File: src/rtl/sap_pkg.sv
// Shared constants for the SAP-1 sequencer: opcodes, T-state encodings, control-word bit positions.
// Purely declarative; no logic.
package sap_pkg;

  localparam logic [7:0] OP_NOP = 8'h00;
  localparam logic [7:0] OP_LDA = 8'h01;
  localparam logic [7:0] OP_ADD = 8'h02;
  localparam logic [7:0] OP_SUB = 8'h03;
  localparam logic [7:0] OP_STA = 8'h04;
  localparam logic [7:0] OP_LDI = 8'h05;
  localparam logic [7:0] OP_JMP = 8'h06;
  localparam logic [7:0] OP_JC  = 8'h07;
  localparam logic [7:0] OP_JZ  = 8'h08;
  localparam logic [7:0] OP_OUT = 8'h09;
  localparam logic [7:0] OP_HLT = 8'h0F;

  localparam logic [2:0] T0 = 3'd0;
  localparam logic [2:0] T1 = 3'd1;
  localparam logic [2:0] T2 = 3'd2;
  localparam logic [2:0] T3 = 3'd3;
  localparam logic [2:0] T4 = 3'd4;

  localparam int CW_MAR_IN    = 0;
  localparam int CW_RAM_IN    = 1;
  localparam int CW_RAM_OUT   = 2;
  localparam int CW_INSTR_OUT = 3;
  localparam int CW_A_IN      = 4;
  localparam int CW_A_OUT     = 5;
  localparam int CW_ALU_OUT   = 6;
  localparam int CW_ALU_SUB   = 7;
  localparam int CW_B_IN      = 8;
  localparam int CW_OUT_IN    = 9;
  localparam int CW_PC_INC    = 10;
  localparam int CW_PC_OUT    = 11;
  localparam int CW_PC_JUMP   = 12;
  localparam int CW_W         = 13;

  typedef logic [CW_W-1:0] ctl_word_t;

endpackage

File: src/rtl/sap_microcode_rom.sv
// Microcode table: {opcode, tstate, C, Z} -> {control word, last_step}.
// Latency: combinational. Backpressure: none; the caller decides when to advance.
// last_step is meaningful from T2 on; the fetch-phase exit is decided by the sequencer.
module sap_microcode_rom
  import sap_pkg::*;
#(
  parameter int OPCODE_W = 8
) (
  input  logic [OPCODE_W-1:0] opcode,
  input  logic [2:0]          tstate,
  input  logic                flag_c,
  input  logic                flag_z,
  output ctl_word_t           ctl,
  output logic                last_step
);

  always_comb begin
    ctl       = '0;
    last_step = 1'b0;
    case (tstate)
      T0: begin
        ctl[CW_PC_OUT] = 1'b1;
        ctl[CW_MAR_IN] = 1'b1;
      end
      T1: begin
        ctl[CW_RAM_OUT] = 1'b1;
        ctl[CW_PC_INC]  = 1'b1;
      end
      default: begin
        last_step = 1'b1;
        case (opcode)
          OPCODE_W'(OP_LDA), OPCODE_W'(OP_STA): begin
            if (tstate == T2) begin
              ctl[CW_INSTR_OUT] = 1'b1;
              ctl[CW_MAR_IN]    = 1'b1;
              last_step         = 1'b0;
            end else if (opcode == OPCODE_W'(OP_LDA)) begin
              ctl[CW_RAM_OUT] = 1'b1;
              ctl[CW_A_IN]    = 1'b1;
            end else begin
              ctl[CW_A_OUT]  = 1'b1;
              ctl[CW_RAM_IN] = 1'b1;
            end
          end
          OPCODE_W'(OP_ADD), OPCODE_W'(OP_SUB): begin
            if (tstate == T2) begin
              ctl[CW_INSTR_OUT] = 1'b1;
              ctl[CW_MAR_IN]    = 1'b1;
              last_step         = 1'b0;
            end else if (tstate == T3) begin
              ctl[CW_RAM_OUT] = 1'b1;
              ctl[CW_B_IN]    = 1'b1;
              last_step       = 1'b0;
            end else begin
              ctl[CW_ALU_OUT] = 1'b1;
              ctl[CW_A_IN]    = 1'b1;
              ctl[CW_ALU_SUB] = (opcode == OPCODE_W'(OP_SUB));
            end
          end
          OPCODE_W'(OP_LDI): begin
            ctl[CW_INSTR_OUT] = 1'b1;
            ctl[CW_A_IN]      = 1'b1;
          end
          OPCODE_W'(OP_JMP): begin
            ctl[CW_INSTR_OUT] = 1'b1;
            ctl[CW_PC_JUMP]   = 1'b1;
          end
          OPCODE_W'(OP_JC): begin
            ctl[CW_INSTR_OUT] = flag_c;
            ctl[CW_PC_JUMP]   = flag_c;
          end
          OPCODE_W'(OP_JZ): begin
            ctl[CW_INSTR_OUT] = flag_z;
            ctl[CW_PC_JUMP]   = flag_z;
          end
          OPCODE_W'(OP_OUT): begin
            ctl[CW_A_OUT]  = 1'b1;
            ctl[CW_OUT_IN] = 1'b1;
          end
          // Halt parks in T2; the sequencer's halt register freezes the counter.
          OPCODE_W'(OP_HLT): last_step = 1'b0;
          default: ;
        endcase
      end
    endcase
  end

endmodule

File: src/rtl/sap_sequencer.sv
// SAP-1 fetch/decode/execute sequencer: owns tstate, IR, C/Z flags and halt; drives all bus strobes.
// Latency: strobes are combinational from registered state; 2..5 cycles per instruction.
// Backpressure: none by default; with SAP_SEQ_SINGLE_STEP_EN, i_step gates every state update.
module sap_sequencer
  import sap_pkg::*;
#(
  parameter int DATA_W   = 8,
  parameter int OPCODE_W = 8
) (
  input  logic                         i_clock,
  input  logic                         i_reset,
`ifdef SAP_SEQ_SINGLE_STEP_EN
  input  logic                         i_step,
`endif
  input  logic [OPCODE_W+DATA_W-1:0]   i_instruction,
  input  logic                         i_flag_overflow,
  input  logic                         i_flag_zero,
  output logic [2:0]                   o_tstate,
  output logic                         o_halt,
  output logic                         o_memory_address_in,
  output logic                         o_ram_in,
  output logic                         o_ram_out,
  output logic                         o_instruction_out,
  output logic                         o_register_a_in,
  output logic                         o_register_a_out,
  output logic                         o_alu_out,
  output logic                         o_alu_subtract,
  output logic                         o_register_b_in,
  output logic                         o_register_output_in,
  output logic                         o_program_counter_increment,
  output logic                         o_program_counter_out,
  output logic                         o_program_counter_jump
);

  logic [2:0]                 tstate_q, tstate_d;
  logic [OPCODE_W+DATA_W-1:0] ir_q, ir_d;
  logic                       c_q, c_d, z_q, z_d;
  logic                       halt_q, halt_d;
  logic                       advance;
  logic [OPCODE_W-1:0]        ir_op, in_op;
  logic                       in_has_exec;
  ctl_word_t                  rom_ctl, ctl;
  logic                       rom_last;

`ifdef SAP_SEQ_SINGLE_STEP_EN
  assign advance = i_step;
`else
  assign advance = 1'b1;
`endif

  assign ir_op = ir_q[OPCODE_W+DATA_W-1:DATA_W];
  assign in_op = i_instruction[OPCODE_W+DATA_W-1:DATA_W];

  // The operand is only ever placed on the bus by the datapath's copy of the RAM word.
  logic unused_operand;
  assign unused_operand = ^ir_q[DATA_W-1:0];

  sap_microcode_rom #(.OPCODE_W(OPCODE_W)) u_rom (
    .opcode    (ir_op),
    .tstate    (tstate_q),
    .flag_c    (c_q),
    .flag_z    (z_q),
    .ctl       (rom_ctl),
    .last_step (rom_last)
  );

  // NOP and unknown opcodes end after fetch, so T1 must look at the word being loaded.
  always_comb begin
    case (in_op)
      OPCODE_W'(OP_LDA), OPCODE_W'(OP_ADD), OPCODE_W'(OP_SUB), OPCODE_W'(OP_STA),
      OPCODE_W'(OP_LDI), OPCODE_W'(OP_JMP), OPCODE_W'(OP_JC),  OPCODE_W'(OP_JZ),
      OPCODE_W'(OP_OUT), OPCODE_W'(OP_HLT): in_has_exec = 1'b1;
      default:                              in_has_exec = 1'b0;
    endcase
  end

  always_ff @(posedge i_clock or posedge i_reset) begin
    if (i_reset) begin
      tstate_q <= T0;
      ir_q     <= '0;
      c_q      <= 1'b0;
      z_q      <= 1'b0;
      halt_q   <= 1'b0;
    end else begin
      tstate_q <= tstate_d;
      ir_q     <= ir_d;
      c_q      <= c_d;
      z_q      <= z_d;
      halt_q   <= halt_d;
    end
  end

  always_comb begin
    tstate_d = tstate_q;
    ir_d     = ir_q;
    c_d      = c_q;
    z_d      = z_q;
    halt_d   = halt_q;
    if (advance && !halt_q) begin
      if (tstate_q == T1) begin
        ir_d     = i_instruction;
        tstate_d = in_has_exec ? T2 : T0;
        halt_d   = (in_op == OPCODE_W'(OP_HLT));
      end else begin
        tstate_d = rom_last ? T0 : tstate_q + 3'd1;
        // Only ADD/SUB ever reach T4.
        if (tstate_q == T4) begin
          c_d = i_flag_overflow;
          z_d = i_flag_zero;
        end
      end
    end
  end

  always_comb begin
    ctl = (i_reset || halt_q) ? '0 : rom_ctl;
  end

  assign o_tstate                    = tstate_q;
  assign o_halt                      = halt_q;
  assign o_memory_address_in         = ctl[CW_MAR_IN];
  assign o_ram_in                    = ctl[CW_RAM_IN];
  assign o_ram_out                   = ctl[CW_RAM_OUT];
  assign o_instruction_out           = ctl[CW_INSTR_OUT];
  assign o_register_a_in             = ctl[CW_A_IN];
  assign o_register_a_out            = ctl[CW_A_OUT];
  assign o_alu_out                   = ctl[CW_ALU_OUT];
  assign o_alu_subtract              = ctl[CW_ALU_SUB];
  assign o_register_b_in             = ctl[CW_B_IN];
  assign o_register_output_in        = ctl[CW_OUT_IN];
  assign o_program_counter_increment = ctl[CW_PC_INC];
  assign o_program_counter_out       = ctl[CW_PC_OUT];
  assign o_program_counter_jump      = ctl[CW_PC_JUMP];

endmodule

File: config.mk
export PLATFORM = sky130hd
export DESIGN_NAME = sap_sequencer
export DESIGN_NICKNAME = d
export VERILOG_FILES = /design/src/rtl/sap_pkg.sv /design/src/rtl/sap_microcode_rom.sv /design/src/rtl/sap_sequencer.sv
export SDC_FILE = /design/constraint.sdc
export NUM_CORES = 1
export LEC_CHECK = 0
export BUFFER_PORTS_ARGS = -buffer_cell sky130_fd_sc_hd__buf_2
export CAP_MARGIN = 20
export CELL_PAD_IN_SITES_DETAIL_PLACEMENT = 2
export CELL_PAD_IN_SITES_GLOBAL_PLACEMENT = 2
export CORE_MARGIN = 2
export CORE_UTILIZATION = 30
export CTS_CLUSTER_SIZE = 16
export DETAILED_ROUTE_END_ITERATION = 8
export GPL_ROUTABILITY_DRIVEN = 0
export PLACE_DENSITY = 0.88
export RECOVER_POWER = 50
export SLEW_MARGIN = 20
export SYNTH_ARGS = -nofsm -noshare
export SYNTH_HDL_FRONTEND = slang
export SYNTH_SLANG_ARGS = --single-unit
File: constraint.sdc
create_clock -name i_clock -period 3.1 [get_ports i_clock]
set_input_delay 0.775 -clock i_clock [delete_from_list [all_inputs] [get_ports i_clock]]
set_output_delay 0.775 -clock i_clock [all_outputs]
set_load 0.1 [all_outputs]
==> reports/results.ini, run 1 <==
[global_routing]
grt_pass1_vias=1178
grt_pass1_wl_mm=5.90
antenna_found_initial=0
grt_use_total_pct=18.5
grt_max_degree=15
grt_overflow=0

[logic_synthesis]
synth_fp_nets=143
syn_area_mm2=0.00106
synth_seq_cells=14
async_flop_share_pct=100
synth_top_area_cell=dfrtp_1
synthFlopType=dfrtp_1
synth.most_common_cell=dfrtp_1
ys_types=43
synthCells=118
synth_commonest_cells=dfrtp_1 (14), nand2_1 (13), mux2_2 (9)
yosys.area.top_type_share_pct=33.0
synth_edf_count=0
synthTopCellsByArea=dfrtp_1 (33%), mux2_2 (9.5%), ha_1 (5.9%)
syn_area_per_cell_um2=9.00
synth_warnings=0
yosysSeqAreaShare_pct=33.0

[place]
pre_cts_slack_ns=0.249
numPortBuffers=28
hpwl_mm=2.73

[finish]
utilization_pct=44.7
num-nets-final=176
drive_above_1_share_pct=41.3
fill_cells=381
syn_to_final_growth_pct=41.5
num_antenna_cells=0

[critical_path]
crit_chain=nor2b_1 > nand2_1 > a2111oi_4 > buf_2
required_ns=2.32
slowest_delay_ns=0.51
cpMaxStageDelayCell=dfrtp_1
critPathMaxFanout=9
cp-start-kind=register
path_delay_family=simple AND/OR/NAND/NOR gates
critical_path_class=register to output port
cp_num_buf_inv=1
critPathCaptureType=output port
arrival_ns=2.17

[detailed_routing]
drc=0
wl_mm=3.52
vias=1063
routedWlPerCell_um=18.0
detail-route-antenna-nets=0
via_per_inst=5.42
drtIter0Drc=27
first_pass_iters=4

[clock_network]
clkTransAtPathRegs_ns=0.08
clock-root-buffer=clkbuf_4
cts_num_sinks=14
clk_path_buf_depth=2
cts_max_level=1
cts_tree=yes
cts_made_buffers=3
clock_latency_ns=0.28

[sta]
tightest_slew_ns=1.17
clock.fmax_ghz=0.339
min_period_over_period_pct=95.1
final.setup.worst_slack_ns=0.152
max-slew-margin-rel_pct=22.6
finalHoldViolCount=0
setup_viol_count_final=0
fin_skew_ns=0.00682
hold-worst-slack_ns=0.522
slew_viol_final=0
tns_ns=0
rsz0062_at_grt=false
fin_crit_ns=2.95

[pwr]
ir_worst_vdd_mv=0.459
power_density_mw_per_mm2=973
leakage_nw=0.629

[floorplan]
core_mm2=0.00336
dieArea_mm2=0.00403
initial_utilization_pct=31.6
ios=37
die_w_um=63.5
fp-row-count=21
die_height_um=63.5

[worst_hold_path]
min_path_type=register to register

[outcome]
outcome=complete, no violations

[flow_run]
cap_violations=0

==> sequential cells by signal (all words and copies together), names as in the netlist <==
name / flops
ir_q: 8
o_halt: 1
z_q: 1
c_q: 1
o_tstate: 3
==> power breakdown <==
group	internal [mW]	total [mW]	switching [mW]
Clock	0.0714	0.130	0.0588
Combinational	0.309	0.930	0.621
Sequential	0.276	0.402	0.126
==> layout by cell type (no fill, tap or decap), drive strengths merged, types with 2 or more instances in the layout <==
cell / n
nand2: 13
o21ai: 6
nor2b: 4
nor4: 2
o31ai: 3
and4: 2
inv: 7
nor2: 8
clkbuf: 10
and2: 2
buf: 28
a21oi: 5
and3: 2
o2111ai: 2
nand3: 4
nand4: 2
ha: 5
a21boi: 2
nor3: 2
mux2: 9
xnor2: 2
dfrtp: 14
==> layer usage <==
layer  wire length (µm)  vias up  GRT usage [%]
li1                   -      495              -
met1               1470      538           22.0
met2               1900       26           33.8
met3                120        4           2.32
met4                 33        0           6.52
met5                  0        -              0
==> stage by stage <==
stage	instance area (µm²)	cells	power (mW)
after floorplan	1180	118	1.12
after global placement	1460	190	1.28
after detailed placement	1460	190	1.34
after CTS	1500	194	1.47
after global routing	1500	196	1.56
final	1500	196	1.46
==> area by class of cell <==
class	instances	area (µm²)	area share (%)
multi-input cells	91	751	50.0
flip-flops and latches	14	365	24.3
repair buffers	34	267	17.7
well taps	46	57.6	3.83
clock buffers	4	36.3	2.41
inverters	7	26.3	1.75
==> path summary, 6_finish.rpt <==
kind                       slack (ns)  cells past startpoint   startpoint     endpoint
setup / recovery                 0.15                      4     ir_q[11]     o_ram_in
hold / removal                   0.52                      1          c_q          c_q
setup reg to reg                 0.75                      6  o_tstate[1]     ir_q[10]
hold reg to reg                  0.52                      1          c_q          c_q
max in group asynchronous        1.81                      3      i_reset  o_tstate[1]
min in group asynchronous        0.73                      3      i_reset       o_halt
==> what timing repair did <==
item,in CTS,in global routing
buffers inserted,0,2
endpoints found under the setup margin,0,2
hold buffers,0,0
gates resized for setup,0,1
==> kinds of logic (layout without fill, tap and decap cells) <==
group | count (synthesis) | after routing | synth area share [%]
xor gates and xnor gates | 3 | 3 | 2.47
DFF | 14 | 14 | 33.0
adders and majority gates | 5 | 5 | 5.89
muxes | 9 | 9 | 9.54
buffers and inverters | 13 | 45 | 5.65
and+or+nand+nor | 47 | 47 | 25.4
AOI/OAI and AO/OA | 27 | 27 | 18.0
No activity file was read; power rests on OpenSTA's default activity.
==> run 2, diff against run 1 <==
CELL_PAD_IN_SITES_DETAIL_PLACEMENT = 1   (was 2)
CELL_PAD_IN_SITES_GLOBAL_PLACEMENT = 1   (was 2)
CORE_UTILIZATION = 35   (was 30)
PLACE_DENSITY = 0.83   (was 0.88)
==> run 2 against run 1 <==
Clock-buffer cell count is the same. Via count fell by 3.1%. Clock skew fell by 0.0043 ns. Sequential power decreased by 2%. Sequential share of layout area grew 0.77 points. Critical path depth grew 2. Wire length down 15%. Critical endpoint is now o_alu_subtract. Largest cell class unchanged.
==> reports/results.ini, run 2 (synthesis gave the netlist of run 1 again) <==
[global_routing]
grt_pass1_vias=1041  ; -12%
grt_use_total_pct=19.0  ; +0.50 points
grt_pass1_wl_mm=4.99  ; -15%
grt_max_degree=15  ; unchanged
grt_overflow=0  ; unchanged
antenna_found_initial=0  ; unchanged

[detailed_routing]
wl_met2_mm=1.57  ; -18%
via_per_inst=5.72  ; +5.5%
drtIter0Drc=13  ; -52%
wl_met1_mm=1.30  ; -12%
routed.top_layer=met4
drc=0  ; unchanged
vias=1030  ; -3.1%
detail-route-antenna-nets=0  ; unchanged
met3_wirelength_um=87  ; -28%
wl_mm=2.99  ; -15%
first_pass_iters=4  ; unchanged
routedWlPerCell_um=16.6  ; -7.7%

[floorplan]
fp-row-count=19  ; -9.5%
core_mm2=0.00283  ; -16%
dieArea_mm2=0.00349  ; -13%
die_height_um=59.1  ; -7.0%
die_w_um=59.1  ; -7.0%
initial_utilization_pct=37.5  ; +6.0 points
ios=37  ; unchanged

[critical_path]
reg2reg_depth=6  ; unchanged
cp-start-kind=register
critPathMaxFanout=4  ; -5
r2r_slack_ns=0.86  ; +0.11 ns
crit_chain=nor4_4 > and2_2 > nand3_2 > nor2_1 > and4b_1 > buf_2
critical_path_class=register to output port
cp_num_buf_inv=1  ; unchanged
critPathCaptureType=output port
path_depth=6  ; +2
slowest_delay_ns=0.42  ; -0.09 ns
arrival_ns=2.19  ; +0.02 ns
required_ns=2.32  ; about the same
cpMaxStageDelayCell=buf_2
path_delay_family=simple AND/OR/NAND/NOR gates

[place]
hpwl_mm=2.41  ; -12%
placed_cells=175  ; -7.9%
numPortBuffers=28  ; unchanged

[clock_network]
clkTransAtPathRegs_ns=0.08  ; about the same
clock-root-buffer=clkbuf_4
cts_max_level=1  ; unchanged
clk_path_buf_depth=2  ; unchanged
cts_hold_buf=0  ; unchanged
clock_latency_ns=0.27  ; about the same
cts_num_sinks=14  ; unchanged
cts_tree=yes
cts_made_buffers=3  ; unchanged

[outcome]
outcome=complete, no violations

[sta]
tightest_slew_ns=1.16  ; -0.0103 ns
max-slew-margin-rel_pct=23.3  ; +0.68 points
rsz0062_at_grt=false
finalHoldViolCount=0  ; unchanged
tns_ns=0  ; unchanged
setup_viol_count_final=0  ; unchanged
slew_viol_final=0  ; unchanged
fin_skew_ns=0.00256  ; -0.00426 ns
min_period_over_period_pct=95.8  ; +0.72 points
fin_crit_ns=2.97  ; +0.0223 ns
clock.fmax_ghz=0.337  ; -0.75%

[finish]
largest_reg_flops=8  ; unchanged
mostFrequentLayoutCell=buf_2
num_antenna_cells=0  ; unchanged
finalNonFillerCells=180  ; -8.2%
mostFrequentLayoutCells=buf_2 (21), nand2_1 (13), dfrtp_1 (10), mux2_2 (9), inv_1 (7)
drive_above_1_share_pct=40.9  ; -0.39 points
utilization_pct=51.5  ; +6.8 points
final-seq-area_um2=365  ; unchanged
syn_to_final_growth_pct=37.1
num-nets-final=175  ; -0.57%
multi_input_area_um2=751  ; unchanged
regMostFlops=ir_q
fill_cells=338  ; -11%

[flow_run]
cap_violations=0  ; unchanged

[pwr]
seqPwrFrac_pct=27.4  ; about the same
p_sw_mw=0.791  ; -1.9%
leakage_nw=0.622  ; -1.2%
pwr-share-clk_pct=9.0  ; about the same
power_mw=1.44  ; -1.6%
swShare_pct=54.9  ; -0.17 points
power_density_mw_per_mm2=988  ; +1.6%
pwr-share-comb_pct=63.5  ; about the same
ir_worst_vdd_mv=0.613  ; +33%
power.internal_mw=0.648  ; -1.2%

[worst_hold_path]
whs_path_depth=1  ; unchanged
min_path_type=register to register

run 2: changes by cell type in the layout (fill, tap and decap cells not counted):
cell and change:
buf_2 +3, buf_4 -2, buf_12 -1, clkbuf_4 -1
run 2: path summary, 6_finish.rpt:
check | from | endpoint
max | ir_q[15] | o_alu_subtract
min in group asynchronous | i_reset | z_q
max reg2reg | o_tstate[1] | ir_q[12]
min | c_q | c_q
min reg2reg | c_q | c_q
max in group asynchronous | i_reset | o_tstate[0]
run 2: worst reg2reg max path, delay by kind of cell (launching register included):
| kind | cells | cell delay, ns |
|---|---|---|
| flops | 1 | 0.52 |
| buf+inv | 2 | 0.52 |
| simple gates | 2 | 0.49 |
| mux | 1 | 0.39 |
| fa+ha+maj | 1 | 0.22 |
run 2: repair_timing:
action	CTS	global route
setup buffers	0	1
gates resized for setup	0	0
endpoints found under the setup margin	0	1
run 2: per-layer routing:
metal	vias up	global-route usage (%)
li1	493	-
met1	507	24.1
met2	26	33.0
met3	4	2.40
met4	0	6.82
met5	-	0
run 2: metrics by stage:
stage | hold slack (ns) | area, µm² | worst slack (ns)
after floorplan | 0.479 | 1180 | 0.0190
after global placement | 0.503 | 1430 | 0.326
after detailed placement | 0.516 | 1430 | 0.279
after CTS | 0.531 | 1460 | 0.103
after global routing | 0.554 | 1460 | 0.0116
final | 0.541 | 1460 | 0.130
run 2: power by group through the flow:
stage / clock [mW] / sequential, mW / combinational (mW)
2_1_floorplan: 0 / 0.454 / 0.664
3_3_place_gp: 0 / 0.391 / 0.880
3_5_place_dp: 0 / 0.398 / 0.921
4_1_cts: 0.136 / 0.395 / 0.925
5_1_grt: 0.145 / 0.410 / 0.989
6_report: 0.130 / 0.395 / 0.914
run 2: layout make-up:
type | count | area share, %
Multi-Input combinational cell | 91 | 51.5
Tap cell | 31 | 2.66
Inverter | 7 | 1.80
Sequential cell | 14 | 25.1
Clock buffer | 4 | 2.49
Timing Repair Buffer | 33 | 16.4
==> run 3, diff against run 2 <==
ABC_AREA = 1   (was not set)
PLACE_DENSITY = 0.87   (was 0.83)
==> run 3 against run 2 <==
Critical path depth is 4 higher. Sequential share of layout area rose by 1.5 points. Die area is 0.12% higher. Design area shrank 6.2%. Setup slack better by 0.11 ns. Clock-buffer cell count did not move. Fmax rose by 3.7%. Cell count grew 21%. Total power is 76% lower. Clock power increased by 5%. Utilization decreased by 5.6 points. Critical path type unchanged.
==> reports/results.ini, run 3 <==
[floorplan]
die_w_um=59.1  ; about the same
ios=37  ; unchanged
die_height_um=59.1  ; about the same
initial_utilization_pct=35.7  ; -1.8 points
fp-row-count=20  ; +1
core_mm2=0.00298  ; +5.3%
dieArea_mm2=0.00350  ; +0.12%

[sta]
max-slew-margin-rel_pct=61.4  ; +38 points
fin_crit_ns=2.86  ; -0.107 ns
finalHoldViolCount=0  ; unchanged
fin_skew_ns=0.00163  ; -0.000933 ns
min_period_over_period_pct=92.3  ; -3.5 points
rsz0062_at_grt=false
clock.fmax_ghz=0.349  ; +3.7%
setup_viol_count_final=0  ; unchanged
slew_viol_final=0  ; unchanged
tightest_slew_ns=0.578  ; -0.577 ns

[detailed_routing]
routedWlPerCell_um=14.7  ; -11%
drtIter0Drc=21  ; +8
via_per_inst=5.11  ; -11%
first_pass_iters=4  ; unchanged
vias=1113  ; +8.1%
drc=0  ; unchanged
detail-route-antenna-nets=0  ; unchanged
wl_mm=3.20  ; +7.3%

[clock_network]
cts_max_level=1  ; unchanged
cts_made_buffers=3  ; unchanged
cts_num_sinks=14  ; unchanged
clock_latency_ns=0.29  ; +0.02 ns
clkTransAtPathRegs_ns=0.09  ; about the same
cts_tree=yes
clock-root-buffer=clkbuf_4
clk_path_buf_depth=2  ; unchanged

[critical_path]
required_ns=2.32  ; about the same
slowest_delay_ns=0.42  ; about the same
worstReg2RegStart=o_tstate[1]
arrival_ns=2.09  ; -0.10 ns
crit_chain=nor2_1 > nand2_1 > inv_2 > nand2_1 > inv_1 > nand3_1 > nand3_1 > o211ai_1 > inv_1 > buf_2
critPathLaunch=ir_q[14]
cp-start-kind=register
critPathMaxFanout=7  ; +3
cpMaxStageDelayCell=buf_2
critPathCaptureType=output port
critical_path_class=register to output port

[logic_synthesis]
syn_area_mm2=0.00106  ; +0.12%
synth_seq_cells=14  ; unchanged
syn_area_per_cell_um2=6.91  ; -23%
synth_commonest_cells=nand2_1 (30), inv_1 (22), nor2_1 (17)
synth_fp_nets=179  ; +25%
ys_types=26  ; -40%
synthTopCellsByArea=dfrtp_1 (33%), nand2_1 (11%), inv_1 (7.8%)
synth_top_area_cell=dfrtp_1
yosys.area.top_type_share_pct=32.9  ; -0.039 points
yosysSeqAreaShare_pct=32.9  ; -0.039 points
synthCells=154  ; +31%
async_flop_share_pct=100  ; unchanged
synth.most_common_cell=nand2_1
synthFlopType=dfrtp_1
synth_warnings=0  ; unchanged
synth_edf_count=0  ; unchanged

[pwr]
ir_worst_vdd_mv=0.200  ; -67%
leakage_nw=0.799  ; +29%
power_mw=0.340  ; -76%
power_density_mw_per_mm2=249  ; -75%

[global_routing]
grt_overflow=0  ; unchanged
antenna_found_initial=0  ; unchanged
grt_pass1_wl_mm=5.46  ; +9.4%
grt_use_total_pct=20.5  ; +1.5 points
grt_max_degree=17  ; +2
grt_pass1_vias=1227  ; +18%

[finish]
num-nets-final=211  ; +21%
regMostFlops=ir_q
finalNonFillerCells=218  ; +21%
syn_to_final_growth_pct=28.5
utilization_pct=45.9  ; -5.6 points
drive_above_1_share_pct=35.1  ; -5.8 points
largest_reg_flops=8  ; unchanged
multi_input_area_um2=654  ; -13%
num_antenna_cells=0  ; unchanged
mostFrequentLayoutCell=nand2_1
fill_cells=396  ; +17%
final-seq-area_um2=363  ; -0.68%
mostFrequentLayoutCells=nand2_1 (29), buf_2 (25), inv_1 (22), nor2_1 (16), nand3_1 (11)

[place]
placed_cells=214  ; +22%
numPortBuffers=28  ; unchanged
hpwl_mm=2.73  ; +13%

[worst_hold_path]
hold_start=ir_q[12]
min_path_type=register to register

[outcome]
outcome=complete, no violations

[flow_run]
cap_violations=0  ; unchanged

run 3: changes by cell type after synthesis, moves of 4 or more:
cell	delta
nand3_1	+7
mux2_2	-7
nand2_1	+17
inv_1	+15
nor2_1	+10
o21ai_0	+4
nand2_2	+7
inv_2	+8
run 3: cell families (layout without fill, tap and decap cells):
group / Yosys count / count (layout) / synth area share, %
buffers and inverters: 31 / 62 / 11.1
DFF: 14 / 14 / 32.9
adders and majority gates: 5 / 5 / 5.88
muxes: 2 / 2 / 2.12
AOI/OAI and AO/OA: 20 / 20 / 10.8
and+or+nand+nor: 82 / 82 / 37.2
run 3: final timing paths:
kind                                to  cells after the start  slack (ns)
min in group asynchronous      ir_q[8]                      2        0.57
min                           ir_q[12]                      2        0.50
max in group asynchronous  o_tstate[2]                      2        2.10
max reg2reg                   ir_q[11]                      7        1.35
min reg2reg                   ir_q[12]                      2        0.50
max                          o_ram_out                     10        0.24
run 3: cell type report:
cell class                 instances  area share [%]
sequential                        14            26.6
tap                               33            3.02
timing repair buffer              28            11.4
clock buffer                       4            2.66
multi-input combinational        109            47.9
inverter                          30            8.42
run 3: routing by layer:
metal  share of wire, %  GRT usage, %
met5                  0             0
met4                1.5          6.82
met2                 55          38.3
met3                1.4         0.655
met1                 42          25.2
run 3: power by group:
| part | total, mW | switching (mW) | internal (mW) |
|---|---|---|---|
| Sequential | 0.184 | 0.000655 | 0.184 |
| Combinational | 0.0194 | 0.0120 | 0.00738 |
| Clock | 0.136 | 0.0649 | 0.0716 |
| Total | 0.340 | 0.0776 | 0.263 |
run 3: per-stage QoR:
| step | hold WS (ns) | TNS, ns | area [µm²] | worst slack [ns] |
|---|---|---|---|---|
| 2_1_floorplan | 0.454 | -0.184 | 1140 | -0.116 |
| 3_3_place_gp | 0.470 | 0 | 1330 | 0.387 |
| 3_5_place_dp | 0.482 | 0 | 1330 | 0.296 |
| 4_1_cts | 0.504 | 0 | 1370 | 0.167 |
| 5_1_grt | 0.539 | 0 | 1370 | 0.0529 |
| 6_report | 0.501 | 0 | 1370 | 0.237 |
run 3: timing repair:
item / 4_1_cts / 5_1_grt
setup buffers: 0 / 0
endpoints found under the setup margin: 0 / 1
hold buffers: 0 / 0
resized for setup: 0 / 1
run 3: worst max-delay path, delay by kind of cell (launching register included):
kind,cells,cell delay [ns]
AND/OR/NAND/NOR,5,0.56
AO/OA/AOI/OAI,1,0.08
flip-flops,1,0.40
buffers and inverters,4,0.76
